$ cat config.mk
export PLATFORM = sky130hd
export DESIGN_NAME = rs_encoder_param_flat
export DESIGN_NICKNAME = d
export VERILOG_FILES = /design/src/rtl/rs_encoder_param_if.sv /design/src/rtl/rs_encoder_param.sv /design/src/flat_wrapper.sv
export SDC_FILE = /design/constraint.sdc
export NUM_CORES = 1
export LEC_CHECK = 0
export CAP_MARGIN = 15
export CORE_UTILIZATION = 56
export DETAILED_ROUTE_END_ITERATION = 6
export GPL_ROUTABILITY_DRIVEN = 0
export GPL_TIMING_DRIVEN = 0
export PLACE_DENSITY = 0.75
export SKIP_CTS_REPAIR_TIMING = 1
export SLEW_MARGIN = 20
export SYNTH_ARGS = -nofsm -noshare
export SYNTH_HDL_FRONTEND = slang
export SYNTH_SLANG_ARGS = --single-unit
$ cat constraint.sdc
create_clock -name clk -period 2.8 [get_ports clk]
set_input_delay 0.42 -clock clk [delete_from_list [all_inputs] [get_ports clk]]
set_output_delay 0.42 -clock clk [all_outputs]
set_load 0.02 [all_outputs]
$ cat src/rtl/rs_encoder_param_if.sv
// rs_encoder_param_if
//   Symbol-stream handshake bundle for rs_encoder_param.
//   Input side : din_val, din_sop, din -> encoder; din_rdy <- encoder.
//   Output side: dout_val, dout_sop, dout_eop, dout <- encoder; dout_rdy -> encoder.
//   frame_err  : one-cycle abort pulse from the encoder.
//   master = the side that feeds symbols in and sinks the codeword.
//   slave  = the encoder.
interface rs_encoder_param_if;
    logic       din_val;
    logic       din_sop;
    logic [7:0] din;
    logic       din_rdy;
    logic       dout_rdy;
    logic       dout_val;
    logic       dout_sop;
    logic       dout_eop;
    logic [7:0] dout;
    logic       frame_err;

    modport master (
        output din_val, din_sop, din, dout_rdy,
        input  din_rdy, dout_val, dout_sop, dout_eop, dout, frame_err
    );

    modport slave (
        input  din_val, din_sop, din, dout_rdy,
        output din_rdy, dout_val, dout_sop, dout_eop, dout, frame_err
    );
endinterface

$ cat src/rtl/rs_encoder_param.sv
// rs_encoder_param
//   Systematic Reed-Solomon encoder over GF(256). Each frame of K information
//   symbols is passed through unchanged and followed by NSYM parity symbols,
//   highest-order first. The generator g(x) = prod (x + alpha^(FCR+i)),
//   alpha = 2, is expanded at elaboration time.
// Ports
//   clk    : rising-edge clock
//   rst_n  : asynchronous active-low reset
//   bus    : rs_encoder_param_if.slave
//            din_val/din_sop/din/din_rdy  : input symbol handshake
//            dout_val/dout_sop/dout_eop/dout/dout_rdy : codeword output handshake
//            frame_err : one-cycle pulse when a frame is aborted by a new sop
module rs_encoder_param #(
    parameter int         K         = 8,
    parameter int         NSYM      = 8,
    parameter logic [8:0] PRIM_POLY = 9'h11D,
    parameter int         FCR       = 0
) (
    input logic              clk,
    input logic              rst_n,
    rs_encoder_param_if.slave bus
);

    localparam int CW = $clog2(K + NSYM);
    localparam logic [CW-1:0] LAST_DATA = CW'(K - 1);
    localparam logic [CW-1:0] LAST_SYM  = CW'(K + NSYM - 1);

    function automatic logic [7:0] gf_mul(input logic [7:0] a, input logic [7:0] b);
        logic [7:0] acc;
        logic [7:0] x;
        acc = '0;
        x   = a;
        for (int unsigned i = 0; i < 8; i++) begin
            if (b[i]) acc = acc ^ x;
            x = {x[6:0], 1'b0} ^ (x[7] ? PRIM_POLY[7:0] : 8'h00);
        end
        return acc;
    endfunction

    // Ascending coefficients of g(x); g[NSYM] is the implicit leading 1.
    function automatic logic [NSYM:0][7:0] gen_poly();
        logic [NSYM:0][7:0] g;
        logic [7:0]         root;
        g    = '0;
        g[0] = 8'h01;
        root = 8'h01;
        for (int unsigned i = 0; i < FCR; i++) root = gf_mul(root, 8'h02);
        for (int unsigned i = 0; i < NSYM; i++) begin
            for (int unsigned j = NSYM; j > 0; j--) g[j] = g[j-1] ^ gf_mul(g[j], root);
            g[0] = gf_mul(g[0], root);
            root = gf_mul(root, 8'h02);
        end
        return g;
    endfunction

    localparam logic [NSYM:0][7:0] GEN = gen_poly();

    typedef enum logic [1:0] {IDLE, DATA, PARITY} state_t;

    state_t               state_q, state_d;
    logic [CW-1:0]        cnt_q, cnt_d;
    logic [NSYM-1:0][7:0] lfsr_q, lfsr_d;
    logic [7:0]           dout_q, dout_d;
    logic                 dout_val_q, dout_val_d;
    logic                 dout_sop_q, dout_sop_d;
    logic                 dout_eop_q, dout_eop_d;
    logic                 frame_err_q, frame_err_d;
    logic                 ready_en_q, ready_en_d;

    logic                 out_free;
    logic                 din_rdy;
    logic                 in_xfer;
    logic [NSYM-1:0][7:0] lfsr_base;
    logic [NSYM-1:0][7:0] lfsr_next;
    logic [7:0]           fb;

    always_comb begin
        out_free = !dout_val_q || bus.dout_rdy;
        din_rdy  = (state_q != PARITY) && out_free && ready_en_q;
        in_xfer  = bus.din_val && din_rdy;

        // A sop symbol always starts from a cleared register, so the step
        // can be computed once for both the start and continue cases.
        lfsr_base = bus.din_sop ? '0 : lfsr_q;
        fb        = bus.din ^ lfsr_base[NSYM-1];
        lfsr_next = '0;
        lfsr_next[0] = gf_mul(fb, GEN[0]);
        for (int unsigned i = 1; i < NSYM; i++) begin
            lfsr_next[i] = lfsr_base[i-1] ^ gf_mul(fb, GEN[i]);
        end

        state_d     = state_q;
        cnt_d       = cnt_q;
        lfsr_d      = lfsr_q;
        dout_d      = dout_q;
        dout_val_d  = dout_val_q;
        dout_sop_d  = dout_sop_q;
        dout_eop_d  = dout_eop_q;
        frame_err_d = 1'b0;
        ready_en_d  = 1'b1;

        if (dout_val_q && bus.dout_rdy) begin
            dout_val_d = 1'b0;
            dout_sop_d = 1'b0;
            dout_eop_d = 1'b0;
        end

        if (state_q == PARITY) begin
            if (out_free) begin
                dout_d     = lfsr_q[NSYM-1];
                lfsr_d     = lfsr_q << 8;
                dout_val_d = 1'b1;
                dout_sop_d = 1'b0;
                dout_eop_d = (cnt_q == LAST_SYM);
                if (cnt_q == LAST_SYM) begin
                    state_d = IDLE;
                    cnt_d   = '0;
                end else begin
                    cnt_d = cnt_q + CW'(1);
                end
            end
        end else if (in_xfer) begin
            if (bus.din_sop) begin
                // Start of frame; in DATA this also aborts the frame in flight.
                frame_err_d = (state_q == DATA);
                lfsr_d      = lfsr_next;
                dout_d      = bus.din;
                dout_val_d  = 1'b1;
                dout_sop_d  = 1'b1;
                dout_eop_d  = 1'b0;
                cnt_d       = CW'(1);
                state_d     = (K == 1) ? PARITY : DATA;
            end else if (state_q == DATA) begin
                lfsr_d     = lfsr_next;
                dout_d     = bus.din;
                dout_val_d = 1'b1;
                dout_sop_d = 1'b0;
                dout_eop_d = 1'b0;
                cnt_d      = cnt_q + CW'(1);
                if (cnt_q == LAST_DATA) state_d = PARITY;
            end
            // Non-sop symbols accepted in IDLE are dropped.
        end
    end

    always_ff @(posedge clk or negedge rst_n) begin
        if (!rst_n) begin
            state_q     <= IDLE;
            cnt_q       <= '0;
            lfsr_q      <= '0;
            dout_q      <= '0;
            dout_val_q  <= 1'b0;
            dout_sop_q  <= 1'b0;
            dout_eop_q  <= 1'b0;
            frame_err_q <= 1'b0;
            ready_en_q  <= 1'b0;
        end else begin
            state_q     <= state_d;
            cnt_q       <= cnt_d;
            lfsr_q      <= lfsr_d;
            dout_q      <= dout_d;
            dout_val_q  <= dout_val_d;
            dout_sop_q  <= dout_sop_d;
            dout_eop_q  <= dout_eop_d;
            frame_err_q <= frame_err_d;
            ready_en_q  <= ready_en_d;
        end
    end

    assign bus.din_rdy   = din_rdy;
    assign bus.dout      = dout_q;
    assign bus.dout_val  = dout_val_q;
    assign bus.dout_sop  = dout_sop_q;
    assign bus.dout_eop  = dout_eop_q;
    assign bus.frame_err = frame_err_q;

endmodule

$ cat src/flat_wrapper.sv
// flat-port wrapper written by rule: the top's interface ports become plain ports
module rs_encoder_param_flat 
#(
    parameter int         K         = 8,
    parameter int         NSYM      = 8,
    parameter logic [8:0] PRIM_POLY = 9'h11D,
    parameter int         FCR       = 0
)
  (clk, rst_n, bus_din_val, bus_din_sop, bus_din, bus_dout_rdy, bus_din_rdy, bus_dout_val, bus_dout_sop, bus_dout_eop, bus_dout, bus_frame_err);
  rs_encoder_param_if bus_i ();
  input logic clk;
  input logic rst_n;
  input wire logic [$bits(bus_i.din_val)-1:0] bus_din_val;
  input wire logic [$bits(bus_i.din_sop)-1:0] bus_din_sop;
  input wire logic [$bits(bus_i.din)-1:0] bus_din;
  input wire logic [$bits(bus_i.dout_rdy)-1:0] bus_dout_rdy;
  output wire logic [$bits(bus_i.din_rdy)-1:0] bus_din_rdy;
  output wire logic [$bits(bus_i.dout_val)-1:0] bus_dout_val;
  output wire logic [$bits(bus_i.dout_sop)-1:0] bus_dout_sop;
  output wire logic [$bits(bus_i.dout_eop)-1:0] bus_dout_eop;
  output wire logic [$bits(bus_i.dout)-1:0] bus_dout;
  output wire logic [$bits(bus_i.frame_err)-1:0] bus_frame_err;
  assign bus_i.din_val = bus_din_val;
  assign bus_i.din_sop = bus_din_sop;
  assign bus_i.din = bus_din;
  assign bus_i.dout_rdy = bus_dout_rdy;
  assign bus_din_rdy = bus_i.din_rdy;
  assign bus_dout_val = bus_i.dout_val;
  assign bus_dout_sop = bus_i.dout_sop;
  assign bus_dout_eop = bus_i.dout_eop;
  assign bus_dout = bus_i.dout;
  assign bus_frame_err = bus_i.frame_err;
  rs_encoder_param #(.K(K), .NSYM(NSYM), .PRIM_POLY(PRIM_POLY), .FCR(FCR)) u_core (.clk(clk), .rst_n(rst_n), .bus(bus_i));
endmodule
* Word-level counts from Yosys, hierarchy flattened *
Cells that the tools add are included.

storage, ports and cells
  output and inout port bits = 13
  logic and storage cells = 125
  flip-flop bits (word level) = 83
  bits of input ports = 13

cells by class
  $add $sub $neg = 1
  muxes and demuxes = 52
  reductions and logical operators = 11
  eq/ne operators = 7
  bitwise operators = 38

operator list
  kind                                                 count
  two-way mux 64 bit                                   6
  bitwise XOR 8 bit                                    37
  two-way mux 8 bit                                    5
  two-way mux 5 bit                                    7
  two-way mux 4 bit                                    6
  two-way mux 1 bit                                    21
  two-way mux 2 bit                                    7
  bitwise XOR 8 x 5 -> 8 bit                           1
  nonzero test 3 bit                                   2
  AND reduction 5 bit                                  1
  adder 4 x 1 -> 4 bit, second input constant          1
  equality test 4 x 3 -> 1 bit, second input constant  1
  equality test 4 bit, second input constant           1
  logical AND 1 bit                                    4
  != test 2 bit, second input constant                 2
  AND reduction 3 bit                                  1
  equality test 2 x 1 -> 1 bit, second input constant  1
  equality test 2 bit, second input constant           1
  != test 2 x 1 -> 1 bit, second input constant        1
  nonzero test 2 bit                                   1
  logical NOT 1 bit                                    1
  logical OR 1 bit                                     1

* Depth between registers and ports, before layout *
Gate-level depths: netlist of the first run.

  depth after elaboration = 22
  depth in mapped cells = 9
  mapped depth without buffers = 7

* Worst setup path before layout of the first run *
No wires, ideal clock.

  path type = input port to flip-flop
  start point = input port bus_din[3]
  end point = register u_core.lfsr_q[39] (netlist bit)
  data arrival time = 2.299 ns
  stages = 9
  data required time = 2.696 ns
  path slack = 0.397 ns
  buffers on the path = 2
  cells stage by stage = buf_4 -> xnor2_1 -> or3_1 -> buf_2 -> nand2_8 -> xnor3_1 -> xnor2_1 -> and3_1 -> o41ai_2

between the ends
  longest elaborated chain between the ends = 12

RTL lines
  item                               RTL line                 text
  start: declaration                 flat_wrapper.sv:15       input wire logic [$bits(bus_i.din)-1:0] bus_din;
  bitwise XOR 8 bit *                rs_encoder_param.sv:85   fb = bus.din ^ lfsr_base[NSYM-1];
  bitwise XOR 8 bit * (4 in series)  rs_encoder_param.sv:35   x = {x[6:0], 1'b0} ^ (x[7] ? PRIM_POLY[7:0] : 8'h00);
  bitwise XOR 8 bit * (2 in series)  rs_encoder_param.sv:34   if (b[i]) acc = acc ^ x;
  bitwise XOR 8 bit *                rs_encoder_param.sv:89   lfsr_next[i] = lfsr_base[i-1] ^ gf_mul(fb, GEN[i]);
  two-way mux 64 bit                 rs_encoder_param.sv:133  end else if (state_q == DATA) begin
  two-way mux 64 bit *               rs_encoder_param.sv:123  if (bus.din_sop) begin
  two-way mux 64 bit *               rs_encoder_param.sv:122  end else if (in_xfer) begin
  two-way mux 64 bit *               rs_encoder_param.sv:108  if (state_q == PARITY) begin
  end signal: assignment             rs_encoder_param.sv:160  lfsr_q <= lfsr_d;
  end: declaration                   rs_encoder_param.sv:62   logic [NSYM-1:0][7:0] lfsr_q, lfsr_d;

Every way passes the cells marked *; elsewhere a longest branch is shown, timed or not. The select of a mux whose other input is x is not followed.
A chain may end at the register's enable or synchronous reset.

* Worst setup path after layout of the first run *
  start point = input port bus_din[2]
  end point = register u_core.lfsr_q[60] (netlist bit)

between the ends
  longest elaborated chain between the ends = 15

RTL lines
  item                                                             RTL line
  bitwise XOR 8 bit *                                              rs_encoder_param.sv:85
  bitwise XOR 8 bit * (2 in series)                                rs_encoder_param.sv:35
  bitwise XOR 8 bit (3 in series)                                  rs_encoder_param.sv:35
  two-way mux 5 bit                                                -
  bitwise XOR 8 bit                                                -
  bitwise XOR 8 bit or bitwise XOR 8 x 5 -> 8 bit (tied branches)  rs_encoder_param.sv:34, rs_encoder_param.sv:35
  bitwise XOR 8 bit *                                              rs_encoder_param.sv:34
  bitwise XOR 8 bit *                                              rs_encoder_param.sv:89
  two-way mux 64 bit                                               rs_encoder_param.sv:133
  two-way mux 64 bit *                                             rs_encoder_param.sv:123
  two-way mux 64 bit *                                             rs_encoder_param.sv:122
  two-way mux 64 bit *                                             rs_encoder_param.sv:108

Marked as above.

==> key figures, run 1 <==
Yosys
  – Register area share after synthesis: 33.1%
  – Synth async-reset ratio: 100%
  – Post-synth EDFFs: 0
  – Post-synth cell types: 65
  – Cell taking the most area after synthesis: dfrtp_1
  – Dominant synthesized flop cell: dfrtp_1
  – Yosys top cell area share: 33.1%
  – Count leader, synth: nand2_1
  – Synth warn: 0
  – Syn Area/Cell: 8.62 µm²
  – Syn_nets: 741
  – Post-Synthesis Cells: 727
  – Post-Synthesis Cell Area: 0.00627 mm²
  – Area contributors post-synth: dfrtp_1 33%, xnor2_1 8.2%, nand2_1 6.2%
  – List of most frequent post-synthesis cells: 104 x nand2_1, 83 x dfrtp_1, 60 x a21oi_1, 60 x nor2_1, 59 x xnor2_1
  – Post-synthesis register bit count: 83

Finish
  – Final Util: 64.6%
  – Area of the multi-input gates: 0.00398 mm²
  – Fillers: 923
  – Layout cells sized above 1: 11.5%
  – P&R area growth vs syn: 12.1%
  – Non-filler instance count after layout: 906
  – Register Area: 0.00208 mm²
  – Total Nets Final: 775
  – Antenna Cells: 0

Clock tree
  – Clk_lat worst skew: 0.40 ns
  – CTS HTree Levels: 3
  – CTS buffer count: 9
  – CTS tree: done
  – CTS Buffer Depth: 2
  – Root buf cell: clkbuf_8
  – Reg clk slew, reported paths: 0.10 ns
  – CTS Sinks: 83

Global route
  – Largest net degree at the start of global routing: 51
  – Initial antenna violation count: 0
  – Grt ovf: 0
  – Vias in the first global route: 6,025
  – GR Util All Layers: 37.6%
  – Global-route wire length before repair: 32.2 mm

Critical path
  – Critical-path top delay cell: clkdlybuf4s50_1
  – Worst Path Buf+Inv: 1
  – Largest delay share family, worst path: XOR/XNOR gates
  – Max incr delay on CP: 0.65 ns
  – Max FO, Critical Path: 7
  – R2r worst-path depth: 9
  – Worst Path Arrival: 3.03 ns
  – CP Launch Type: primary input
  – CP cell instances: clkdlybuf4s50_1 > xnor2_1 > or3_1 > nand2_2 > xnor3_1 > xnor2_2 > mux2i_1 > nor3_2
  – Critical setup path kind: in -> reg
  – CP endpoint kind: flop
  – Critical Path Stages: 8
  – Critical Path RT: 3.09 ns

Hold path
  – Worst hold-check path type: in -> async

Placement
  – IO Port Bufs: 19
  – Final HPWL DP: 14.5 mm
  – Dpl cells: 887

Run status
  – Failing checks: hold timing
  – Status: finished, violations left

Floorplanning
  – Io pins: 26
  – Row count: 38
  – Die Ht: 108 µm
  – Core Box Area: 0.0109 mm²
  – Die span in x: 108 µm
  – Die area: 0.0116 mm²
  – Initial Util: 57.6%

Routing
  – Iter 0 DRT Violations: 808
  – Drt total wl: 20.6 mm
  – Router iterations before antenna repair: 7
  – WL/cell: 22.7 µm
  – Via count: 6,027
  – Drt via density: 6.65
  – Post-route ant nets: 0
  – DR DRC count: 0

Timing
  – Relative slew margins: 46.3%
  – # setup viols final: 0
  – RSZ-0062 raised after global routing: false
  – Fin. Hold Viols: 24
  – Worst slew pin tran: 0.806 ns
  – Final Skew: 0.0146 ns
  – Max-slew violations: 0
  – Worst hold slack: -0.0356 ns
  – Crit share post-route: 98.1%
  – Max Freq: 364 MHz
  – Period minus WS final: 2.75 ns

Flow run
  – Max-cap violations: 0

Power
  – Maximum VDD drop: 707 µV
  – Pleak: 0.00303 µW
  – Pwr/cell area: 1540 mW/mm²
flip-flops by register name, summed over array words and instances (netlist names):
signal / count
u_core.ready_en_q: 1
u_core.state_q: 2
u_core.bus.dout: 8
u_core.bus.frame_err: 1
u_core.bus.dout_eop: 1
u_core.bus.dout_val: 1
u_core.lfsr_q: 64
u_core.bus.dout_sop: 1
u_core.cnt_q: 4
cells in the final DEF (no fill, tap or decap), types with 9 or more instances in the layout:
cell               n
buf_2             10
dfrtp_1           83
clkbuf_1          26
clkbuf_2          10
nor2b_1            9
nor3_1             9
o21ai_0           35
clkbuf_8           9
xnor2_1           56
clkdlybuf4s50_1   16
o31ai_1           12
xor2_1            26
and3_1            18
inv_1              9
a21oi_1           60
o41ai_1            9
nor2_1            60
xnor3_1           10
nand3_1           18
or3_1              9
nand2_1          103
a31oi_1           12
cell type report:
cell class | instances | share of cell area [%]
buffer | 56 | 3.93
clock buffer | 9 | 1.76
clock inverter | 7 | 1.19
inverter | 10 | 0.587
multi-input combinational | 577 | 56.6
sequential | 83 | 29.5
tap | 140 | 2.49
timing repair buffer | 23 | 3.81
timing repair inverter | 1 | 0.0712
kinds of logic after synthesis:
group	after synthesis	synth area share, %
buffers and inverters	67	4.53
multiplexers	11	1.88
XOR/XNOR	107	19.5
AO/OA/AOI/OAI	200	21.6
AND/OR/NAND/NOR	257	19.2
flip-flops	83	33.1
adder cells (fa/ha/maj)	1	0.200
other	1	0.0598
metrics by stage:
step                hold WS [ns]  cell area [µm²]  setup TNS (ns)  setup slack, ns  power (µW)
floorplan                  0.124             6270               0            0.397        7470
global placement           0.469             6640         -182.64            -1.80        9110
detailed placement         0.418             6660          -33.08           -0.632        9380
CTS                     -0.00862             6870           -7.11           -0.999       10400
global route             0.00482             7030               0         0.000129       11400
finish                   -0.0356             7030               0           0.0521       10800
layer usage:
| metal | part of all wire, % | GRT usage (%) | routed length [µm] |
|---|---|---|---|
| met4 | 5.7 | 25.2 | 1160 |
| met2 | 45 | 56.8 | 9310 |
| met5 | 0 | 0 | 0 |
| met1 | 38 | 49.4 | 7890 |
| met3 | 11 | 6.48 | 2240 |
where the power goes:
group | leakage, µW | total (µW) | switching [µW] | internal (µW)
clock | 0.000102 | 968 | 540 | 428
combinational | 0.00191 | 7540 | 4410 | 3120
sequential | 0.00102 | 2330 | 555 | 1780
path summary, 6_finish.rpt:
kind | from | endpoint | slack (ns)
hold reg to reg | u_core.lfsr_q[34]$_DFFE_PN0P_ | u_core.lfsr_q[34]$_DFFE_PN0P_ | 0.51
setup / recovery | bus_din[2] | u_core.lfsr_q[60]$_DFFE_PN0P_ | 0.05
max in group asynchronous | rst_n | u_core.lfsr_q[44]$_DFFE_PN0P_ | 2.21
min in group clk | bus_din[7] | u_core.bus.dout[7]$_DFFE_PN0P_ | 0.32
setup reg to reg | u_core.lfsr_q[59]$_DFFE_PN0P_ | u_core.lfsr_q[60]$_DFFE_PN0P_ | 0.08
hold / removal | rst_n | u_core.bus.dout[7]$_DFFE_PN0P_ | -0.04
No activity file was read; power rests on OpenSTA's default activity.
==> run 2: changes to the inputs <==
--- a/config.mk
+++ b/config.mk
@@ -12,7 +12,6 @@
 export GPL_TIMING_DRIVEN = 0
 export PLACE_DENSITY = 0.75
 export SKIP_CTS_REPAIR_TIMING = 1
-export SLEW_MARGIN = 20
 export SYNTH_ARGS = -nofsm -noshare
 export SYNTH_HDL_FRONTEND = slang
 export SYNTH_SLANG_ARGS = --single-unit
==> results of run 2 <==
The final DEF is identical to that of run 1; final timing and power are the same.
==> run 3: changes to the inputs <==
==> constraint.sdc (replaced) <==
create_clock -name clk -period 2.8 [get_ports clk]
set_input_delay 0.42 -clock clk [delete_from_list [all_inputs] [get_ports clk]]
set_output_delay 0.42 -clock clk [all_outputs]
set_load 0.005 [all_outputs]
==> run 3 against run 2 <==
Against the previous run: combinational power down 1%; hold slack better by 0.0098 ns; non-clock buffer count unchanged; final cell count unchanged; via count down 0.43%; the flow still finishes with violations (hold timing); utilization about the same; global-route usage unchanged; critical endpoint unchanged; die area unchanged; critical path depth unchanged.
==> key figures, run 3 (synthesis gave the netlist of run 1 again) <==
Run status
  – Status: finished, violations left
  – Failing checks: hold timing

Clock tree
  – CTS tree: done
  – CTS Buffer Depth: 2
  – Reg clk slew, reported paths: 0.10 ns
  – CTS Sinks: 83
  – Root buf cell: clkbuf_8
  – CTS buffer count: 9
  – CTS HTree Levels: 3
  – Clk_lat worst skew: 0.40 ns

Routing
  – Drt via density: 6.62
  – Via count: 6,001
  – Drt total wl: 20.6 mm
  – DR DRC count: 0
  – WL/cell: 22.7 µm
  – Router iterations before antenna repair: 5
  – Post-route ant nets: 0
  – Iter 0 DRT Violations: 820

Power
  – Sequential power share: 21.7%
  – Pleak: 0.00301 µW
  – Pwr/cell area: 1530 mW/mm²
  – Pint: 5330 µW
  – Comb power frac: 69.3%
  – Switching share of power: 50.4%
  – Clock power share: 8.9%
  – Maximum VDD drop: 710 µV
  – Switching power: 5410 µW

Floorplanning
  – Die span in x: 108 µm
  – Die area: 0.0116 mm²
  – Die Ht: 108 µm
  – Core Box Area: 0.0109 mm²
  – Row count: 38
  – Initial Util: 57.6%
  – Io pins: 26

Finish
  – Total Nets Final: 775
  – Most frequent cells in the layout: 103 x nand2_1, 83 x dfrtp_1, 60 x nor2_1, 60 x a21oi_1, 56 x xnor2_1
  – Register Area: 0.00208 mm²
  – P&R area growth vs syn: 12.1%
  – Non-filler instance count after layout: 906
  – Most flops, register: u_core.lfsr_q
  – Antenna Cells: 0
  – Area of the multi-input gates: 0.00398 mm²
  – Most common cell after layout, fill and taps aside: nand2_1
  – Fillers: 924
  – Max reg flops: 64
  – Layout cells sized above 1: 11.5%

Critical path
  – CP Launch Type: primary input
  – CP endpoint kind: flop
  – Reg2reg setup slack: 0.05 ns
  – Max incr delay on CP: 0.64 ns
  – RR Endpoint: u_core.lfsr_q[60]$_DFFE_PN0P_
  – CP cell instances: clkdlybuf4s50_1 > xnor2_1 > or3_1 > nand2_2 > xnor3_1 > xnor2_2 > mux2i_1 > nor3_2
  – Worst R2R Start: u_core.lfsr_q[59]$_DFFE_PN0P_
  – Worst Path Arrival: 3.06 ns
  – Max FO, Critical Path: 7
  – R2r worst-path depth: 9
  – Critical setup path kind: in -> reg
  – Critical Path RT: 3.08 ns
  – Critical-path top delay cell: clkdlybuf4s50_1

Timing
  – Fin. Hold Viols: 19
  – Worst slew pin tran: 0.780 ns
  – Max-slew violations: 0
  – # setup viols final: 0
  – Worst hold slack: -0.0259 ns
  – Crit share post-route: 99.3%
  – RSZ-0062 raised after global routing: false
  – Period minus WS final: 2.78 ns
  – Final Skew: 0.0120 ns
  – Relative slew margins: 48.0%
  – Fin Setup TNS: 0 ns
  – Max Freq: 360 MHz

Global route
  – Grt ovf: 0
  – Largest net degree at the start of global routing: 51
  – Initial antenna violation count: 0
  – GR Util All Layers: 37.6%
  – Vias in the first global route: 6,025
  – Global-route wire length before repair: 32.2 mm

Placement
  – Dpl cells: 887
  – IO Port Bufs: 19
  – Final HPWL DP: 14.5 mm

Hold path
  – Worst hold-check path type: in -> async

Flow run
  – Max-cap violations: 0
==> run 3: worst max path at each step <==
stage | from | end | slack (ns) | cells after the start
2_1_floorplan | bus_din[3] | u_core.lfsr_q[39]$_DFFE_PN0P_ | 0.40 | 9
3_3_place_gp | rst_n | u_core.lfsr_q[44]$_DFFE_PN0P_ | -1.80 | 1
3_5_place_dp | bus_din_sop | u_core.lfsr_q[32]$_DFFE_PN0P_ | -0.63 | 9
4_1_cts | u_core.state_q[0]$_DFFE_PN0P_ | bus_din_rdy | -0.90 | 6
5_1_grt | u_core.lfsr_q[59]$_DFFE_PN0P_ | u_core.lfsr_q[60]$_DFFE_PN0P_ | 0.0001 | 9
6_report | bus_din[2] | u_core.lfsr_q[60]$_DFFE_PN0P_ | 0.02 | 8
==> run 3: through the flow <==
stage	total power, µW	setup slack [ns]	util, %	instance area (µm²)
6_report	10700	0.0195	64.5	7030
5_1_grt	11300	0.000129	64.5	7030
4_1_cts	10300	-0.896	63.1	6870
3_5_place_dp	9290	-0.632	61.2	6660
3_3_place_gp	9020	-1.80	60.9	6640
2_1_floorplan	7380	0.397	-	6270
==> run 3: per-layer routing <==
metal | routed length [µm] | up-vias | global-route usage, %
li1 | - | 2642 | -
met1 | 7940 | 2867 | 49.4
met5 | 0 | - | 0
met2 | 9240 | 395 | 56.8
met3 | 2150 | 97 | 6.48
met4 | 1240 | 0 | 25.2
==> run 3: worst max-delay path, delay by kind of cell <==
kind          cells  cell delay (ns)
simple gates      3             0.73
mux               1             0.29
xor+xnor          3             0.97
buf+inv           1             0.64
==> run 3: area by class of cell <==
type | instances | share of cell area (%)
Timing Repair Buffer | 23 | 3.77
Tap cell | 140 | 2.49
Clock buffer | 9 | 1.76
Multi-Input combinational cell | 577 | 56.6
Clock inverter | 7 | 1.19
Timing Repair inverter | 1 | 0.0712
Inverter | 10 | 0.588
Sequential cell | 83 | 29.6
Buffer | 56 | 3.94
==> run 3: power groups by stage <==
stage | sequential [µW] | combinational, µW | clock (µW)
2_1_floorplan | 2160 | 5220 | 0
3_3_place_gp | 2300 | 6730 | 0
3_5_place_dp | 2330 | 6960 | 0
4_1_cts | 2300 | 7010 | 967
5_1_grt | 2390 | 7900 | 1020
6_report | 2340 | 7450 | 956
